### src/rtl/uart_pkg.sv
// Shared UART definitions (state encoding, framing constants, baud divisor).
// UART_TX_PARITY_EN adds the PARITY state to the encoding.
package uart_pkg;

  localparam int   DATA_BITS = 8;
  localparam logic START_BIT = 1'b0;
  localparam logic STOP_BIT  = 1'b1;

`ifdef UART_TX_PARITY_EN
  typedef enum logic [2:0] {IDLE, START, DATA, PARITY, STOP} state_t;
`else
  typedef enum logic [1:0] {IDLE, START, DATA, STOP} state_t;
`endif

  // Clocks per bit; the receive side derives its sampling from the same value.
  function automatic int div(input int clk_freq, input int baud);
    return clk_freq / baud;
  endfunction

endpackage

### src/rtl/tx_fifo.sv
// Byte FIFO for the UART transmitter: synchronous write, flags from registered count.
// Latency: pushed data visible on rdata the cycle after the push; push refused while full.
module tx_fifo #(
  parameter int DEPTH = 16,
  parameter int WIDTH = 8
) (
  input  logic                     clk,
  input  logic                     rst,
  input  logic                     push,
  input  logic [WIDTH-1:0]         wdata,
  input  logic                     pop,
  output logic [WIDTH-1:0]         rdata,
  output logic                     full,
  output logic                     empty,
  output logic [$clog2(DEPTH):0]   count
);
  localparam int AW = $clog2(DEPTH);

  logic [WIDTH-1:0] mem_q [DEPTH];
  logic [AW-1:0]    wr_ptr_q, wr_ptr_d;
  logic [AW-1:0]    rd_ptr_q, rd_ptr_d;
  logic [AW:0]      count_q, count_d;
  logic             push_ok, pop_ok;

  assign full    = (count_q == (AW+1)'(DEPTH));
  assign empty   = (count_q == '0);
  assign count   = count_q;
  assign rdata   = mem_q[rd_ptr_q];
  assign push_ok = push && !full;
  assign pop_ok  = pop && !empty;

  always_comb begin
    wr_ptr_d = wr_ptr_q;
    rd_ptr_d = rd_ptr_q;
    count_d  = count_q;
    if (push_ok) wr_ptr_d = wr_ptr_q + AW'(1);
    if (pop_ok)  rd_ptr_d = rd_ptr_q + AW'(1);
    case ({push_ok, pop_ok})
      2'b10:   count_d = count_q + (AW+1)'(1);
      2'b01:   count_d = count_q - (AW+1)'(1);
      default: count_d = count_q;
    endcase
  end

  always_ff @(posedge clk or posedge rst) begin
    if (rst) begin
      wr_ptr_q <= '0;
      rd_ptr_q <= '0;
      count_q  <= '0;
    end else begin
      wr_ptr_q <= wr_ptr_d;
      rd_ptr_q <= rd_ptr_d;
      count_q  <= count_d;
    end
  end

  always_ff @(posedge clk) begin
    if (push_ok) mem_q[wr_ptr_q] <= wdata;
  end

endmodule

### src/rtl/uart_tx.sv
// 8N1 UART transmitter fed by a byte FIFO; UART_TX_PARITY_EN inserts an even parity bit.
// tx falls one edge after the acceptance edge; tx_rd drops while the FIFO is full.
module uart_tx
  import uart_pkg::*;
#(
  parameter int CLK_FREQ   = 100_000_000,
  parameter int BAUD       = 115200,
  parameter int FIFO_DEPTH = 16
) (
  input  logic       clk,
  input  logic       rst,
  output logic       tx,
  input  logic       tx_ready,
  output logic       tx_rd,
  input  logic [7:0] tx_data,
  output logic       busy
);
  localparam int             DIV     = div(CLK_FREQ, BAUD);
  localparam int             CW      = $clog2(DIV);
  localparam logic [CW-1:0]  CNT_MAX = CW'(DIV - 1);
  localparam int             AW      = $clog2(FIFO_DEPTH);

  logic          fifo_pop, fifo_full, fifo_empty;
  logic [7:0]    fifo_rdata;
  logic [AW:0]   fifo_count;

  state_t        state_q, state_d;
  logic [CW-1:0] cnt_q, cnt_d;
  logic [2:0]    idx_q, idx_d;
  logic [7:0]    shift_q, shift_d;
  logic          tx_q, tx_d;
  logic          bit_end, load;
`ifdef UART_TX_PARITY_EN
  logic          par_q, par_d;
`endif

  assign tx_rd   = tx_ready && !fifo_full && !rst;
  assign tx      = tx_q;
  assign busy    = (state_q != IDLE) || (fifo_count != '0);
  assign bit_end = (cnt_q == CNT_MAX);

  tx_fifo #(.DEPTH(FIFO_DEPTH), .WIDTH(8)) u_fifo (
    .clk   (clk),
    .rst   (rst),
    .push  (tx_rd),
    .wdata (tx_data),
    .pop   (fifo_pop),
    .rdata (fifo_rdata),
    .full  (fifo_full),
    .empty (fifo_empty),
    .count (fifo_count)
  );

  always_comb begin
    state_d  = state_q;
    cnt_d    = cnt_q;
    idx_d    = idx_q;
    shift_d  = shift_q;
    tx_d     = tx_q;
    load     = 1'b0;
    fifo_pop = 1'b0;
`ifdef UART_TX_PARITY_EN
    par_d    = par_q;
`endif
    if (state_q != IDLE) cnt_d = bit_end ? '0 : cnt_q + CW'(1);

    case (state_q)
      IDLE:  load = !fifo_empty;
      START: if (bit_end) begin
        state_d = DATA;
        idx_d   = '0;
        tx_d    = shift_q[0];
      end
      DATA: if (bit_end) begin
        if (idx_q == 3'(DATA_BITS - 1)) begin
`ifdef UART_TX_PARITY_EN
          state_d = PARITY;
          tx_d    = par_q;
`else
          state_d = STOP;
          tx_d    = STOP_BIT;
`endif
        end else begin
          idx_d   = idx_q + 3'd1;
          shift_d = {1'b0, shift_q[7:1]};
          tx_d    = shift_q[1];
        end
      end
`ifdef UART_TX_PARITY_EN
      PARITY: if (bit_end) begin
        state_d = STOP;
        tx_d    = STOP_BIT;
      end
`endif
      // Chaining straight into the next START keeps back-to-back frames gap-free.
      STOP: if (bit_end) begin
        if (!fifo_empty) load = 1'b1;
        else             state_d = IDLE;
      end
      default: state_d = IDLE;
    endcase

    if (load) begin
      fifo_pop = 1'b1;
      shift_d  = fifo_rdata;
      state_d  = START;
      tx_d     = START_BIT;
      cnt_d    = '0;
`ifdef UART_TX_PARITY_EN
      par_d    = ^fifo_rdata;
`endif
    end
  end

  always_ff @(posedge clk or posedge rst) begin
    if (rst) begin
      state_q <= IDLE;
      cnt_q   <= '0;
      idx_q   <= '0;
      shift_q <= '0;
      tx_q    <= STOP_BIT;
`ifdef UART_TX_PARITY_EN
      par_q   <= 1'b0;
`endif
    end else begin
      state_q <= state_d;
      cnt_q   <= cnt_d;
      idx_q   <= idx_d;
      shift_q <= shift_d;
      tx_q    <= tx_d;
`ifdef UART_TX_PARITY_EN
      par_q   <= par_d;
`endif
    end
  end

endmodule

### config.mk
export PLATFORM = sky130hd
export DESIGN_NAME = uart_tx
export DESIGN_NICKNAME = d
export VERILOG_FILES = /design/src/rtl/uart_pkg.sv /design/src/rtl/tx_fifo.sv /design/src/rtl/uart_tx.sv
export SDC_FILE = /design/constraint.sdc
export NUM_CORES = 1
export LEC_CHECK = 0
export ABC_AREA = 0
export CAP_MARGIN = 20
export CORE_ASPECT_RATIO = 1.75
export CORE_MARGIN = 2
export CORE_UTILIZATION = 30
export DETAILED_ROUTE_END_ITERATION = 8
export PLACE_DENSITY = 0.55
export SLEW_MARGIN = 40
export SYNTH_ARGS = -nofsm -noshare
export SYNTH_HDL_FRONTEND = slang
export SYNTH_SLANG_ARGS = --single-unit
### constraint.sdc
create_clock -name clk -period 3.61 [get_ports clk]
set_input_delay 0.361 -clock clk [delete_from_list [all_inputs] [get_ports clk]]
set_output_delay 0.361 -clock clk [all_outputs]
set_load 0.03 [all_outputs]
* After elaboration in Yosys (flattened, before gate mapping)
Memory sizes are Yosys's and may differ from the RTL's. Cells that the tools add are included.
Word-level totals: register bits 37, output and inout port bits 3, memories 1, input bits 11, RAM bits 128
Operators by class: multiplexer cells 30, $add $sub $neg 6, equal/unequal tests 17, reduce and logical (&&, ||, !) cells 23
Memory list:
- u_fifo.mem_q | depth 16, width 8, rd ports 1, clocked after memory_dff 0, wr ports 1, line tx_fifo.sv:19 | logic [WIDTH-1:0] mem_q [DEPTH];
Operators by type and width (number):
- 8-bit 2-to-1 mux | 4
- 10-bit 2-to-1 mux | 3
- 3-bit inequality test (second input constant) | 5
- 2-bit 2-to-1 mux | 6
- 2-bit nonzero test | 6
- 10-bit by 1-bit adder with 10-bit output (second input constant) | 1
- 10-bit == test (second input constant) | 1
- 5-bit case mux with 2 select lines | 1
- 1-bit 2-to-1 mux | 9
- 3-bit 2-to-1 mux | 3
- 4-bit by 1-bit adder with 4-bit output (second input constant) | 2
- 2-bit inequality test (second input constant) | 4
- 2-bit == test (second input constant) | 3
- 2-bit case mux with 3 select lines | 1
- 3-bit case mux with 2 select lines | 1
- 3-bit AND reduction | 2
- 6-bit AND reduction | 1
- 5-bit by 1-bit adder with 5-bit output (second input constant) | 1
- 5-bit == test (second input constant) | 1
- 5-bit logical NOT | 1
- 5-bit nonzero test | 1
- 5-bit by 1-bit subtractor with 5-bit output (second input constant) | 1
- 2-bit by 1-bit == test with 1-bit output (second input constant) | 2
- 1-bit logical AND | 4
- 9 further kinds | 12

* Logic depth before layout (Yosys ltp)
depth after elaboration 8, gate-level depth with buffers 15, depth with buffers taken out 13

* Modules after synthesis
A second synthesis with hierarchy kept.
Second synthesis, totals: cells, all modules 473, area, all modules 7263.2 um^2
Modules (own cells, without submodules):
- tx_fifo | cells an instance 333, instances 1, area each 5796.8 um^2
- uart_tx | cells an instance 140, instances 1, area each 1466.4 um^2

* Worst setup path before layout
Ideal clock, no wire load.
kind input to register, start input rst, end register u_fifo.count_q[4], in the netlist u_fifo.count[4], data arrival time 3358 ps, stages on the path 13, data required time 3485 ps, setup slack 128 ps, path buffers 2, cell sequence inv_1 > o211a_1 > clkbuf_1 > inv_1 > ha_1 > clkbuf_1 > xor2_1 > ha_1 > o211ai_1 > a21oi_1 > a31oi_1 > nor2_1 > xnor2_1
On the way: longest elaborated chain between the ends 5, elaborated cells on any way between the ends 7, classes of those cells 2 x eq/ne; 1 x mux; 4 x reduce/logical
Ends and longest elaborated chain:
- start: declaration | line uart_tx.sv:11 | input logic rst,
- 1-bit logical NOT (no source line) *
- 1-bit logical AND * | line uart_tx.sv:37 | assign tx_rd = tx_ready && !fifo_full && !rst;
- via tx_rd | line uart_tx.sv:14 | output logic tx_rd,
- 1-bit logical AND * | line tx_fifo.sv:29 | assign push_ok = push && !full;
- 2-bit by 1-bit == test with 1-bit output or 2-bit == test (tied branches) | line tx_fifo.sv:38 | case ({push_ok, pop_ok})
- 5-bit case mux with 2 select lines or 2-bit nonzero test (tied branches)
- end signal: assignment | line tx_fifo.sv:53 | count_q <= count_d;
- end: declaration | line tx_fifo.sv:22 | logic [AW:0] count_q, count_d;
The timed path passes the listed nets; every way through them passes the cells marked *. A chain may end at the register's enable or synchronous reset.

* Worst setup path after layout
start register cnt_q[0], end register u_fifo.count_q[4], in the netlist u_fifo.count[4]
On the way: longest elaborated chain between the ends 7, elaborated cells on any way between the ends 9, classes of those cells 3 x eq/ne; 4 x mux; 2 x reduce/logical
Ends and longest elaborated chain:
- start: declaration | line uart_tx.sv:28 | logic [CW-1:0] cnt_q, cnt_d;
- start signal: assignment | line uart_tx.sv:127 | cnt_q <= cnt_d;
- 10-bit == test * | line uart_tx.sv:40 | assign bit_end = (cnt_q == CNT_MAX);
- 1-bit 2-to-1 mux * | line uart_tx.sv:96 | STOP: if (bit_end) begin
- 1-bit case mux with 2 select lines * | line uart_tx.sv:67 | case (state_q)
- 1-bit 2-to-1 mux * | line uart_tx.sv:103 | if (load) begin
- 1-bit logical AND * | line tx_fifo.sv:30 | assign pop_ok = pop && !empty;
- 2-bit by 1-bit == test with 1-bit output or 2-bit == test (tied branches) | line tx_fifo.sv:38
- 5-bit case mux with 2 select lines or 2-bit nonzero test (tied branches)
Every way passes the cells marked *; elsewhere a longest branch is shown, timed or not.

==> qor.txt <==
initial core utilization = 0.3051
FF+latch count, synth = 165
RSZ-0062 raised after global routing = false
final max-slew violation count = 0
Critical Path Source = cnt_q[0]
CP startpoint kind = flop
Crit Reg-Reg Startpoint = cnt_q[0]
Sw Share = 0.2460
Most Frequent Cell on Critical Path = ha_1
first-pass GRT wire length = 22540 um
WP data required = 3.92 ns
Core Area = 23240 um2
r2r worst-path depth = 13
Pwr Total = 4.339 mW
initial antenna violation count = 0
Total Routing Usage GR = 0.1220
std cell rows = 74
maximum clock insertion buffer count = 2
sequential-to-total area share from yosys stat = 0.6730
P_int = 3.272 mW
Peak Freq = 317.9 MHz
Worst Hold Class = primary input to asynchronous set/reset pin
Crit. End Element = flop
total number of vias = 3699
max cap viols = 0
clk sinks = 165
largest net degree at the start of global routing = 38
Hold Violations, Final = 0
DRC = 0
drt wl/cell = 18.88 um
Comb power frac = 0.080
Clock power frac = 0.395
crit path time final = 3.145 ns
library cells used by synthesis = 54
outcome = finished clean
Pwr Density = 535.7 nW/um2
post-synthesis cell area = 7089 um2
final setup violating endpoints = 0
Synth warnings = 0
Final TNS setup = 0 ns
layout cells sized above 1 = 0.1812
CTS buffer count = 17
fin crit share = 0.8712
Reg power frac = 0.525
Avg Inst Size Synth = 16.56 um2
most frequent cells in the layout = edfxtp_1 (128), dfrtp_1 (35), mux4_2 (31)
Worst Clk Skew = 0.007587 ns
WL final = 14390 um
CP max stage delay = 0.44 ns
worst rel slew slack = 0.5355
Crit-path slowest cell = dfrtp_1
hold_buf cts = 0
H-tree Lvls = 4
most common cell after layout, fill and taps aside = edfxtp_1
Slew @ Worst Pin = 0.6967 ns
M1 GR Usage = 0.1262
Leak = 2.789 nW
worst r2r dst = u_fifo.count[4]
RePlAce Congestion = 0.7453
number of antenna diodes = 0
met2 Track Usage GR = 0.2314
Final HPWL DP = 9969 um
asr flop ratio synth = 0.2242
Boundary Pins = 14
Layout Nets = 474
ordered list of cells on the worst path = ha_1 -> nand4b_4 -> nor4_4 -> a32oi_4 -> inv_4 -> ha_1 -> xor2_1 -> ha_1 -> nor2b_1 -> o21ai_0 -> a31oi_1 -> nor2_1 -> xnor2_1
critical path endpoint = u_fifo.count[4]
later-pin clock latency in the skew report = 0.43 ns
vias in the first global route = 3987
cts repair resizes = 0
number of synthesized flops with an enable pin = 128
area delta synth->final = 14.26%
Data arrival, critical path = 3.45 ns
number of setup buffers added after CTS = 0
first drt pass iteration count = 4
clk slew on worst S/H paths = 0.06 ns
antenna-violating nets left = 0
TritonCTS clock tree = built
WS Path Type = flop to flop
Congestion Overflow GR = 0
Worst Path Max Fanout = 18
met3 Usage GRT = 0.02830
Switching Power = 1.068 mW
Die Area = 24930 um2
Post-Synthesis Cells = 428
busiest metal layer after global routing = met2
DIE WIDTH = 120.2 um
Syn Nets = 456
flop-to-flop setup slack = 0.46 ns
vias per cell = 4.854
Initial DRC Count = 230
dominant synthesized flop cell = edfxtp_1
port bufs = 13
Die Y = 207.4 um
Peak supply drop = 0.0003362 V
root buf cell = clkbuf_16
critical path, delay by kind of cell (launching register included):
family / cells / cell delay (ns)
and+or+nand+nor: 4 / 0.65
AOI/OAI and AO/OA: 3 / 0.50
adders and majority gates: 3 / 0.90
buffers and inverters: 1 / 0.22
DFF: 1 / 0.44
xor gates and xnor gates: 2 / 0.32
flip-flops by register name, summed over array words and instances, names as in the netlist:
| register | cells |
|---|---|
| u_fifo.rd_ptr_q | 4 |
| u_fifo.count | 5 |
| tx | 1 |
| cnt_q | 10 |
| shift_q | 8 |
| state_q | 2 |
| idx_q | 3 |
| u_fifo.wr_ptr_q | 4 |
| u_fifo.mem_q | 128 |
cells in the mapped netlist, types with 2 or more instances:
| library cell | count | share of area |
|---|---|---|
| buf_2 | 7 | 0.0049 |
| or4_1 | 2 | 0.0021 |
| a22oi_1 | 14 | 0.015 |
| nor2_1 | 13 | 0.0069 |
| nor3_1 | 2 | 0.0014 |
| nand3b_1 | 3 | 0.0032 |
| xnor2_1 | 10 | 0.012 |
| or3_1 | 4 | 0.0035 |
| dfrtp_1 | 36 | 0.13 |
| and2_1 | 18 | 0.016 |
| o211ai_1 | 2 | 0.0021 |
| clkbuf_1 | 6 | 0.0032 |
| buf_1 | 4 | 0.0021 |
| nor2b_1 | 6 | 0.0053 |
| nor4_4 | 2 | 0.0060 |
| a21oi_1 | 15 | 0.011 |
| mux2_2 | 5 | 0.0079 |
| inv_1 | 13 | 0.0069 |
| a31oi_1 | 2 | 0.0018 |
| and3_1 | 4 | 0.0035 |
| and3_2 | 3 | 0.0032 |
| mux2i_1 | 10 | 0.014 |
| nand3_1 | 3 | 0.0021 |
| nand2_1 | 18 | 0.0095 |
| xor2_1 | 5 | 0.0062 |
| nand4_1 | 4 | 0.0035 |
| mux4_2 | 31 | 0.098 |
| ha_1 | 17 | 0.030 |
| o21ai_0 | 16 | 0.011 |
| buf_6 | 2 | 0.0032 |
| edfxtp_1 | 128 | 0.54 |
worst min path at each step:
stage                     from                  to  cells after the start
floorplan           tx_data[0]  u_fifo.mem_q[0][0]                      0
global placement            tx                  tx                      2
detailed placement          tx                  tx                      2
CTS                        rst            cnt_q[3]                      3
global route               rst            cnt_q[7]                      3
finish                     rst            cnt_q[7]                      3
power by group through the flow:
stage               clock [mW]  sequential [mW]  combinational (mW)
detailed placement           0             2.32               0.354
CTS                       1.75             2.28               0.355
global route              1.83             2.29               0.388
global placement             0             2.31               0.338
finish                    1.71             2.28               0.346
floorplan                    0             2.27               0.274
layout make-up:
type	instances	area [um2]
sequential	165	4772
clock inverter	13	127.6
inverter	14	55.05
tap	304	380.4
clock buffer	18	429.2
fill	2151	15140
multi-input combinational	230	2168
timing repair buffer	18	167.7
kinds of logic (layout without fill, tap and decap cells):
family,count (synthesis),in the layout,share of synthesized area
AND/OR/NAND/NOR,86,86,0.07271
flip-flops,165,165,0.6730
XOR/XNOR,15,15,0.01853
AO/OA/AOI/OAI,66,66,0.06407
adder cells (fa/ha/maj),17,17,0.03000
multiplexers,46,46,0.1205
buffers and inverters,33,63,0.02118
through the flow:
stage	hold WS, ns	std cells	worst slack [ns]	util	instance area, um2
after CTS	0.4388	762	0.4627	0.3486	8100
final	0.4285	762	0.4648	0.3486	8100
after global routing	0.4673	762	0.1853	0.3486	8100
after detailed placement	0.4788	731	0.4749	0.3246	7543
after global placement	0.4745	731	0.6167	0.3246	7543
after floorplan	0.4599	428	0.1279	-	7089
per-layer routing:
metal	wire length [um]	up-vias
met5	0	-
met4	272	0
met3	334	19
met2	8360	47
met1	5420	1922
li1	-	1711
Power figures use the tool's default switching activity.
